**src/rtl/pipe_reg_hs.sv**
```systemverilog
// pipe_reg_hs: multi-stage valid/ready pipeline register with synchronous
// flush and bubble collapsing.
//
// Optional feature macro: PIPE_REG_HS_SKID_EN
//   undefined : no skid entry, in_ready = rdy[0] (combinational from
//               out_ready), capacity STAGES.
//   defined   : one-entry skid buffer ahead of slot 0, in_ready driven
//               straight from a flop, capacity STAGES+1.
//
// Empty slots always hold a zero payload, so out_data reads 0 whenever
// out_valid is low after reset, flush or a bubble.

module pipe_reg_hs #(
  parameter int unsigned WIDTH  = 32,
  parameter int unsigned STAGES = 2,
  parameter int unsigned CW     = $clog2(STAGES + 2)
) (
  input  logic             clk,
  input  logic             reset_n,
  input  logic             flush,
  input  logic             in_valid,
  output logic             in_ready,
  input  logic [WIDTH-1:0] in_data,
  output logic             out_valid,
  input  logic             out_ready,
  output logic [WIDTH-1:0] out_data,
  output logic [CW-1:0]    count
);

  // Slot state: valid bits and payload, slot STAGES-1 faces the output.
  logic [STAGES-1:0]            v;
  logic [STAGES-1:0][WIDTH-1:0] d;

  // Per-slot advance enables and the source each slot would load from.
  logic [STAGES-1:0]            rdy;
  logic                         rdy_acc;
  logic [STAGES-1:0]            src_v;
  logic [STAGES-1:0][WIDTH-1:0] src_d;

  // Beat presented to slot 0 (input or skid entry).
  logic                         head_v;
  logic [WIDTH-1:0]             head_d;

  logic                         in_xfer;
  logic                         out_xfer;

  // Ready chain: a slot may advance if it or any slot downstream is empty,
  // or the output is accepting.
  always_comb begin
    rdy     = '0;
    rdy_acc = out_ready;
    for (int i = int'(STAGES) - 1; i >= 0; i--) begin
      rdy_acc = rdy_acc | ~v[i];
      rdy[i]  = rdy_acc;
    end
  end

  // Source selection: slot 0 from the head beat, others from the slot before.
  always_comb begin
    src_v    = '0;
    src_d    = '0;
    src_v[0] = head_v;
    src_d[0] = head_d;
    for (int i = 1; i < int'(STAGES); i++) begin
      src_v[i] = v[i-1];
      src_d[i] = d[i-1];
    end
  end

`ifdef PIPE_REG_HS_SKID_EN
  logic             skid_v;
  logic [WIDTH-1:0] skid_d;

  // in_ready comes straight from the skid flop, breaking the out_ready path.
  assign in_ready = ~skid_v;

  // Skid entry drains into slot 0 ahead of any new input.
  always_comb begin
    head_v = in_valid;
    head_d = in_data;
    if (skid_v) begin
      head_v = 1'b1;
      head_d = skid_d;
    end
  end

  // Skid entry: capture a beat accepted while slot 0 is stalled, release on advance.
  always_ff @(posedge clk or negedge reset_n) begin
    if (!reset_n) begin
      skid_v <= 1'b0;
      skid_d <= '0;
    end else if (flush) begin
      skid_v <= 1'b0;
      skid_d <= '0;
    end else if (skid_v) begin
      if (rdy[0]) begin
        skid_v <= 1'b0;
        skid_d <= '0;
      end
    end else if (in_valid && !rdy[0]) begin
      skid_v <= 1'b1;
      skid_d <= in_data;
    end
  end
`else
  // Without a skid entry the chain accepts exactly when slot 0 can advance.
  assign in_ready = rdy[0];

  // Slot 0 is fed directly from the input.
  always_comb begin
    head_v = in_valid;
    head_d = in_data;
  end
`endif

  assign in_xfer   = in_valid & in_ready;
  assign out_xfer  = v[STAGES-1] & out_ready;
  assign out_valid = v[STAGES-1];
  assign out_data  = d[STAGES-1];

  // Slot chain: flush clears everything, otherwise advancing slots load their
  // source and stalled slots hold bit-exact.
  always_ff @(posedge clk or negedge reset_n) begin
    if (!reset_n) begin
      v <= '0;
      d <= '0;
    end else if (flush) begin
      v <= '0;
      d <= '0;
    end else begin
      for (int i = 0; i < int'(STAGES); i++) begin
        if (rdy[i]) begin
          v[i] <= src_v[i];
          d[i] <= src_v[i] ? src_d[i] : '0;
        end
      end
    end
  end

  // Occupancy counter: +1 per input transfer, -1 per output transfer.
  always_ff @(posedge clk or negedge reset_n) begin
    if (!reset_n) begin
      count <= '0;
    end else if (flush) begin
      count <= '0;
    end else begin
      case ({in_xfer, out_xfer})
        2'b10:   count <= count + CW'(1);
        2'b01:   count <= count - CW'(1);
        default: count <= count;
      endcase
    end
  end

endmodule

```
**config.mk**
```make
export PLATFORM = sky130hd
export DESIGN_NAME = pipe_reg_hs
export DESIGN_NICKNAME = d
export VERILOG_FILES = /design/src/rtl/pipe_reg_hs.sv
export SDC_FILE = /design/constraint.sdc
export NUM_CORES = 1
export LEC_CHECK = 0
export BUFFER_PORTS_ARGS = -buffer_cell sky130_fd_sc_hd__buf_2
export CORE_UTILIZATION = 55
export DETAILED_ROUTE_END_ITERATION = 10
export PLACE_DENSITY = 0.83
export SLEW_MARGIN = 10
export SYNTH_ARGS = -nofsm -noshare
export SYNTH_HDL_FRONTEND = slang
export SYNTH_SLANG_ARGS = --single-unit
export TNS_END_PERCENT = 20
```
**constraint.sdc**
```tcl
create_clock -name clk -period 2.5 [get_ports clk]
set_clock_uncertainty 0.05 [all_clocks]
set_input_delay 0.25 -clock clk [delete_from_list [all_inputs] [get_ports clk]]
set_output_delay 0.25 -clock clk [all_outputs]
set_load 0.02 [all_outputs]
```
Word-level counts from Yosys, hierarchy flattened
Cells that the tools add are included.
Widths: inputs -> output; s select.
- $mul: 0
- add/sub/neg operators: 2
- equal/unequal tests: 2
- magnitude comparators: 0
- mux-type cells: 10
- reduce and logical (&&, ||, !) cells: 3
- div/mod/pow operators: 0
- shift-type cells: 0
- bitwise logic cells: 6
- operators by type and width (cell ; number):
    $mux 32 ; 4
    $mux 64 ; 1
    $mux 2 ; 2
    $pmux 2 s2 ; 1
    $reduce_bool 2->1 ; 2
    $reduce_bool 3->1 ; 1
    $add 2x1->2 const B ; 1
    $and 1x1->1 ; 2
    $eq 2x1->1 const B ; 1
    $eq 2x2->1 const B ; 1
    $mux 1 ; 2
    $not 1->1 ; 2
    $or 1x1->1 ; 2
    $sub 2x1->2 const B ; 1
- bits in latches: 0
- logic and storage cells: 28
- memory bits (writable): 0
- bits in read-only memories: 0
- memories kept: 0
- bits in registers: 68
- output and inout port bits: 36

Logic depth before layout (Yosys ltp)
Gate-level depths: netlist of run 1.
- depth in word-level cells: 7
- gate-level depth with buffers: 5
- depth with buffers taken out: 3

Worst setup path before layout of run 1
OpenSTA, ideal clock, no wires.
- kind: register -> register
- from: reg v[1]
- to: reg d[0] (netlist name)
- required time: 2329 ps
- data arrival time: 1422 ps
- slack: 907 ps
- clock period less this slack: 1593 ps
- buffers on the path: 2
- stages on the path, launching flop included: 6
- path through: dfrtp_1 > nand3b_1 > and3b_1 > buf_2 > buf_6 > a22o_1
- word-level cells in the longest chain between the ends: 4
- RTL lines (item ; line ; RTL):
    from (decl) ; 31 ; logic [STAGES-1:0] v;
    from (signal, indexed assignment) ; 133 ; v[i] <= src_v[i];
    $not 1->1 ; 53 ; rdy_acc = rdy_acc | ~v[i];
    $or 1x1->1 (2 in a row) ; 53 ;
    net in_ready ; 22 ; output logic in_ready,
    $reduce_bool 2->1 (no source line) ; - ;
    to (signal, indexed assignment) ; 134 ; d[i] <= src_v[i] ? src_d[i] : '0;
    to (decl) ; 32 ; logic [STAGES-1:0][WIDTH-1:0] d;
The timed path passes the listed nets, and every way through them passes these cells.
A chain may end at the register's enable or synchronous reset.

Worst setup path in the final report of run 1
- from: reg v[1]
- to: reg d[15] (netlist name)
- word-level cells in the longest chain between the ends: 4
- RTL lines (item ; line):
    $not 1->1 ; 53
    $or 1x1->1 (2 in a row) ; 53
    $reduce_bool 2->1 (no source line) ; -
No other way between the ends.

==> reports/summary.txt, run 1 <==
Yosys warning count - 0
Synthesized area - 0.002725 mm2
First-pass GRT wire length - 8321 um
Clock share of power - 43.4%
Length of the first detailed-routing pass in iterations - 4
Min cycle time layout - 1.942 ns
Initial antenna violation count - 0
Req. time, crit path - 2.72 ns
# resized after CTS - 0
Worst hold path class - in2reg
DR vias/cell - 5.534
Max IR drop VDD - 0.4811 mV
Post-synth EDFFs - 0
WP data arrival - 2.16 ns
Buffers on Ports - 72
CP cell instances - nand3b_1 -> and3b_1 -> a22o_1
Total gr overflow - 0
P_sw - 508.4 uW
Sw Share - 22.21%
Status - complete, no violations
Final wirelength - 5057 um
Worst setup path endpoint - d[15]
Crit end category - flip-flop
Final hold violations - 0
H-tree levels - 3
Setup Viol. Count Final - 0
Post-synth top area cell - dfrtp_1
Fillcell total - 396
Power per cell area - 734.0 mW/mm2
Syn Inst Count - 198
Maximum clock rate - 0.5148 GHz
Unrepaired setup endpoints after global routing - false
Place WS - 0.6059 ns
Critical path depth in cells - 3
Top-count cell post-synth - dfrtp_1
CTS buffer count - 9
Wire per inst - 16.16 um
Dominant synthesized flop cell - dfrtp_1
Post-DP HPWL - 3354 um
Clock sink count - 68
CP Buf/Inv Count - 0
Worst-margin pin slew - 1.209 ns
Slew margin rel. - 19.38%
Tot GR Track Use - 21.59%
Area grow syn2layout - 14.42%
Synthesized net count - 235
Initial Util - 57.32%
MaxCap Viol Count - 0
Yosys top cell area share - 62.44%
Crit. Startpoint - v[1]
Share of power burned in registers - 50.3%
CTS tree - done
Top Ports - 73
Comb power frac - 6.3%
DRC Markers - 0
Crit start category - flip-flop
Worst r2r src - v[1]
Share of the yosys chip area belonging to registers - 62.44%
FF-to-FF setup slack - 0.56 ns
Sum Neg Setup Slack - 0 ns
Vias - 1732
Finished Cell Area - 0.003118 mm2
Placed instance area - 0.002883 mm2
Max FO, Critical Path - 33
Count of cell types in the netlist - 17
Post-synth ARST share - 100.0%
Mean post-synth cell area - 13.76 um2
Register clock-pin slew on the reported worst setup and hold paths - 0.08 ns
Clk_lat worst skew - 0.33 ns
Die X - 72.39 um
Nets@finish - 278
Register-to-Register Path Depth - 3
Worst reg2reg path endpoint - d[15]
Largest delay share family, worst path - simple AND/OR/NAND/NOR gates
Cell Int Power - 1780 uW
Gpl congestion - 0.7830
Vias in the first global route - 1657
FP Rows - 25
Final Cycle Share - 77.70%
# hold bufs at CTS - 1
Die span in y - 72.39 um
Fraction of layout cells with a size suffix above 1 - 40.24%
Yosys reg bits - 68
Final-report max-slew violation count - 0
Area of the die - 0.005240 mm2
Max incr delay on CP - 0.98 ns
Critical path type - reg2reg
Setup bufs post-CTS - 0
DRT iter0 DRCs - 120
Top post-synthesis cells by count - dfrtp_1 (68), a22o_1 (64), buf_4 (32)
Core area - 0.004755 mm2
Pleak - 0.001687 uW
# diodes - 0
Worst Setup Slack, final - 0.5575 ns
Clock tree buffer depth - 2
Post-route ant nets - 0
Synth top area cells - dfrtp_1 (62%), a22o_1 (21%), buf_4 (8.8%)
Worst path slowest cell - and3b_1
Pin count of the biggest net entering global routing - 38
Root buffer cell - clkbuf_8
==> worst min path at each step <==
stage,startpoint,end,slack [ns],depth (start not counted)
after floorplan,reset_n,count[0],-0.1,0
after global placement,reset_n,out_data[26],0.33,1
after detailed placement,reset_n,out_data[26],0.33,1
after CTS,in_data[17],d[17],0.06,2
after global routing,in_data[17],d[17],0.07,2
final,in_data[17],d[17],0.08,2
==> metal layers <==
metal  wire length, um  share of wire (%)  global-route usage (%)
met1              2292                 45                   30.84
met2              2407                 48                   30.63
met3               292                5.8                   5.556
met4                64                1.3                   11.11
met5                 0                  0                       0
==> flip-flops by register name, summed over array words and instances (netlist names) <==
name and flops:
count 2, d 32, v 2, out_data 32
==> layout make-up <==
type	instances	area, um2	area share [%]
Multi-Input combinational cell	84	699.4	22.43
Timing Repair Buffer	78	407.9	13.08
Clock inverter	6	87.58	2.809
Clock buffer	10	137.6	4.414
Tap cell	67	83.83	2.689
Sequential cell	68	1702	54.57
==> through the flow <==
stage | hold WS (ns) | total power (uW) | utilization (%) | cells
detailed placement | 0.3348 | 1316 | 60.63 | 296
floorplan | -0.09559 | 1248 | - | 198
finish | 0.07519 | 2288 | 65.58 | 313
global route | 0.06977 | 2375 | 65.58 | 313
CTS | 0.05613 | 2313 | 65.58 | 313
global placement | 0.3328 | 1311 | 60.63 | 296
==> cell usage in the layout, fill, tap and decap left out <==
cell type | netlist | layout
buf_2 | 11 | 72
dfrtp_1 | 68 | 68
a22o_1 | 64 | 64
clkbuf_8 | 0 | 10
buf_4 | 32 | 5
nand2b_1 | 2 | 2
nor2_2 | 1 | 2
and3b_1 | 2 | 2
nor2_1 | 3 | 2
nor2b_1 | 3 | 2
o21ai_0 | 2 | 2
mux2_2 | 2 | 2
bufinv_16 | 0 | 2
clkinv_4 | 0 | 2
clkinv_2 | 0 | 2
nand3b_1 | 1 | 1
nor2b_2 | 0 | 1
a21oi_1 | 1 | 1
or2_2 | 1 | 1
nor4bb_1 | 1 | 1
a31oi_1 | 1 | 1
dlygate4sd3_1 | 0 | 1
==> kinds of logic (layout without fill, tap and decap cells) <==
| kind of cell | Yosys count | count (layout) | synth area share, % |
|---|---|---|---|
| AO/OA/AOI/OAI | 68 | 68 | 21.35 |
| AND/OR/NAND/NOR | 14 | 14 | 3.306 |
| multiplexers | 2 | 2 | 0.8264 |
| buffers and inverters | 46 | 94 | 12.08 |
| flip-flops | 68 | 68 | 62.44 |
==> power groups by stage <==
stage / combinational (uW) / clock (uW) / sequential, uW
after CTS: 145 / 1020 / 1150
after global placement: 140 / 0 / 1170
after floorplan: 75.6 / 0 / 1170
after detailed placement: 143 / 0 / 1170
final: 143 / 994 / 1150
after global routing: 160 / 1060 / 1160
No activity file was read; power rests on OpenSTA's default activity.
==> inputs of run 2 (changes only) <==
- ABC_AREA: default -> 1
- CORE_UTILIZATION: 55 -> 53
- PLACE_DENSITY: 0.83 -> 0.79
- clock period: 2.5 -> 2.03 ns (I/O delays scaled with it)
==> reports/summary.txt, run 2 <==
Final hold violations - 0
Dominant synthesized flop cell - dfrtp_1
Placed instance area - 0.003223 mm2
Length of the first detailed-routing pass in iterations - 4
Maximum clock rate - 0.5955 GHz
Syn Inst Count - 312
Post-synth EDFFs - 0
Count of cell types in the netlist - 17
Top Ports - 73
Die X - 77.41 um
Max IR drop VDD - 0.3963 mV
Post-route ant nets - 0
Post-DP HPWL - 3637 um
Finished Cell Area - 0.003430 mm2
Min cycle time layout - 1.679 ns
Met1 usage - 26.13%
H-tree levels - 3
Sum Neg Setup Slack - 0 ns
Final wirelength - 5399 um
Power per cell area - 800.1 mW/mm2
Die span in y - 77.41 um
Unrepaired setup endpoints after global routing - false
Max FO, Critical Path - 33
Core area - 0.005507 mm2
Total gr overflow - 0
Nets@finish - 391
Tot GR Track Use - 19.54%
Fraction of layout cells with a size suffix above 1 - 29.81%
Req. time, crit path - 2.21 ns
Most frequent cells in the layout - buf_2 (72), inv_1 (69), dfrtp_1 (68)
Clk_lat worst skew - 0.34 ns
Grt met3 use - 5.647%
Buffers on Ports - 72
Clock sink count - 68
Synthesized area - 0.003014 mm2
M2 GR Usage - 30.27%
Most common cell after layout, fill and taps aside - buf_2
FP Rows - 27
Mean post-synth cell area - 9.661 um2
Initial antenna violation count - 0
MaxCap Viol Count - 0
Status - complete, no violations
Slew margin rel. - 48.66%
DRT iter0 DRCs - 99
Critical path type - reg2reg
DRC Markers - 0
Top Usage Layer GRT - met2
WP data arrival - 1.85 ns
Yosys reg bits - 68
Setup Viol. Count Final - 0
Final-report max-slew violation count - 0
Yosys warning count - 0
Root buffer cell - clkbuf_8
CTS buffer count - 9
Top-count cell post-synth - inv_1
# diodes - 0
CTS tree - done
Clock tree buffer depth - 2
Area of the die - 0.005992 mm2
Wire per inst - 12.53 um
Yosys top cell area share - 56.45%
Synthesized net count - 349
# resized after CTS - 0
Share of the yosys chip area belonging to registers - 56.45%
Crit start category - flip-flop
Post-synth ARST share - 100.0%
Top post-synthesis cells by count - inv_1 (69), dfrtp_1 (68), nand3_1 (37)
Final Cycle Share - 82.72%
Crit end category - flip-flop
First-pass GRT wire length - 8928 um
Pleak - 0.001820 uW
Synth top area cells - dfrtp_1 (56%), buf_4 (9.0%), inv_1 (8.6%)
Gpl congestion - 0.8429
Initial Util - 54.74%
Pin count of the biggest net entering global routing - 69
Vias in the first global route - 1892
DR vias/cell - 5.042
Area grow syn2layout - 13.78%
Worst hold path class - in2reg
Register clock-pin slew on the reported worst setup and hold paths - 0.06 ns
Worst-margin pin slew - 0.7692 ns
Vias - 2173
Post-synth top area cell - dfrtp_1
[run 2: changes by cell type in the layout (fill, tap and decap cells not counted), moves of 3 or more]
cell      change
a22o_1       -64
o21ai_1      +32
o22ai_2      +10
nand3_1      +36
inv_2         +3
o22ai_1      +22
buf_4         -3
nand2_1      +15
inv_1        +69
clkbuf_1      +4
buf_12        +3
[run 2: cell type report]
type	count	area (um2)
flip-flops and latches	68	1702
fillers	453	2077
multi-input cells	125	725.7
clock buffers	15	166.4
inverters	72	270.3
repair buffers	78	445.4
well taps	72	90.09
clock inverters	1	30.03
[run 2: through the flow]
stage	instances	setup WS [ns]	utilization, %	total power, uW	hold WS (ns)
6_report	431	0.3508	62.28	2744	0.05529
5_1_grt	431	0.2005	62.28	2864	0.04929
4_1_cts	431	0.3593	62.28	2776	0.03737
3_5_place_dp	414	0.3559	58.53	1673	0.1954
3_3_place_gp	414	0.4262	58.53	1665	0.1953
2_1_floorplan	312	0.6591	-	1576	-0.1426
[run 2: kinds of logic (layout without fill, tap and decap cells)]
family / count (synthesis) / in the layout / synth area share [%]
compound gates: 65 / 65 / 14.20
buf+inv: 119 / 166 / 19.63
flops: 68 / 68 / 56.45
simple gates: 60 / 60 / 9.714
[run 2: worst max-delay path: stages, from the launching register on]
cell     delay [ns]
dfrtp_1        0.45
nand3_2        0.13
nand3_2        0.59
o22ai_1        0.35
[run 2: what timing repair did]
action	CTS	global route
hold buffers	1	0
hold endpoints to repair	68	0
setup buffers	0	0
[run 2: worst paths after layout]
| check | slack (ns) | cells after the start | start | to |
|---|---|---|---|---|
| setup / recovery | 0.35 | 3 | v[1] | d[17] |
| hold / removal | 0.06 | 3 | in_data[30] | d[30] |
| setup reg to reg | 0.35 | 3 | v[1] | d[17] |
| hold reg to reg | 0.46 | 2 | d[15] | out_data[15] |
| max in group asynchronous | 1.29 | 3 | reset_n | count[0] |
| min in group asynchronous | 0.36 | 3 | reset_n | out_data[8] |
[run 2: power breakdown]
part | switching, uW | internal (uW)
clock | 460 | 637
combinational | 152 | 82.9
sequential | 18.1 | 1390
[run 2: metal layers]
layer | share of wire [%] | vias up | wire (um)
met5 | 0 | - | 0
met4 | 1.3 | 0 | 71
met3 | 6.0 | 8 | 323
met2 | 47 | 72 | 2551
met1 | 45 | 1039 | 2452
li1 | - | 1054 | -
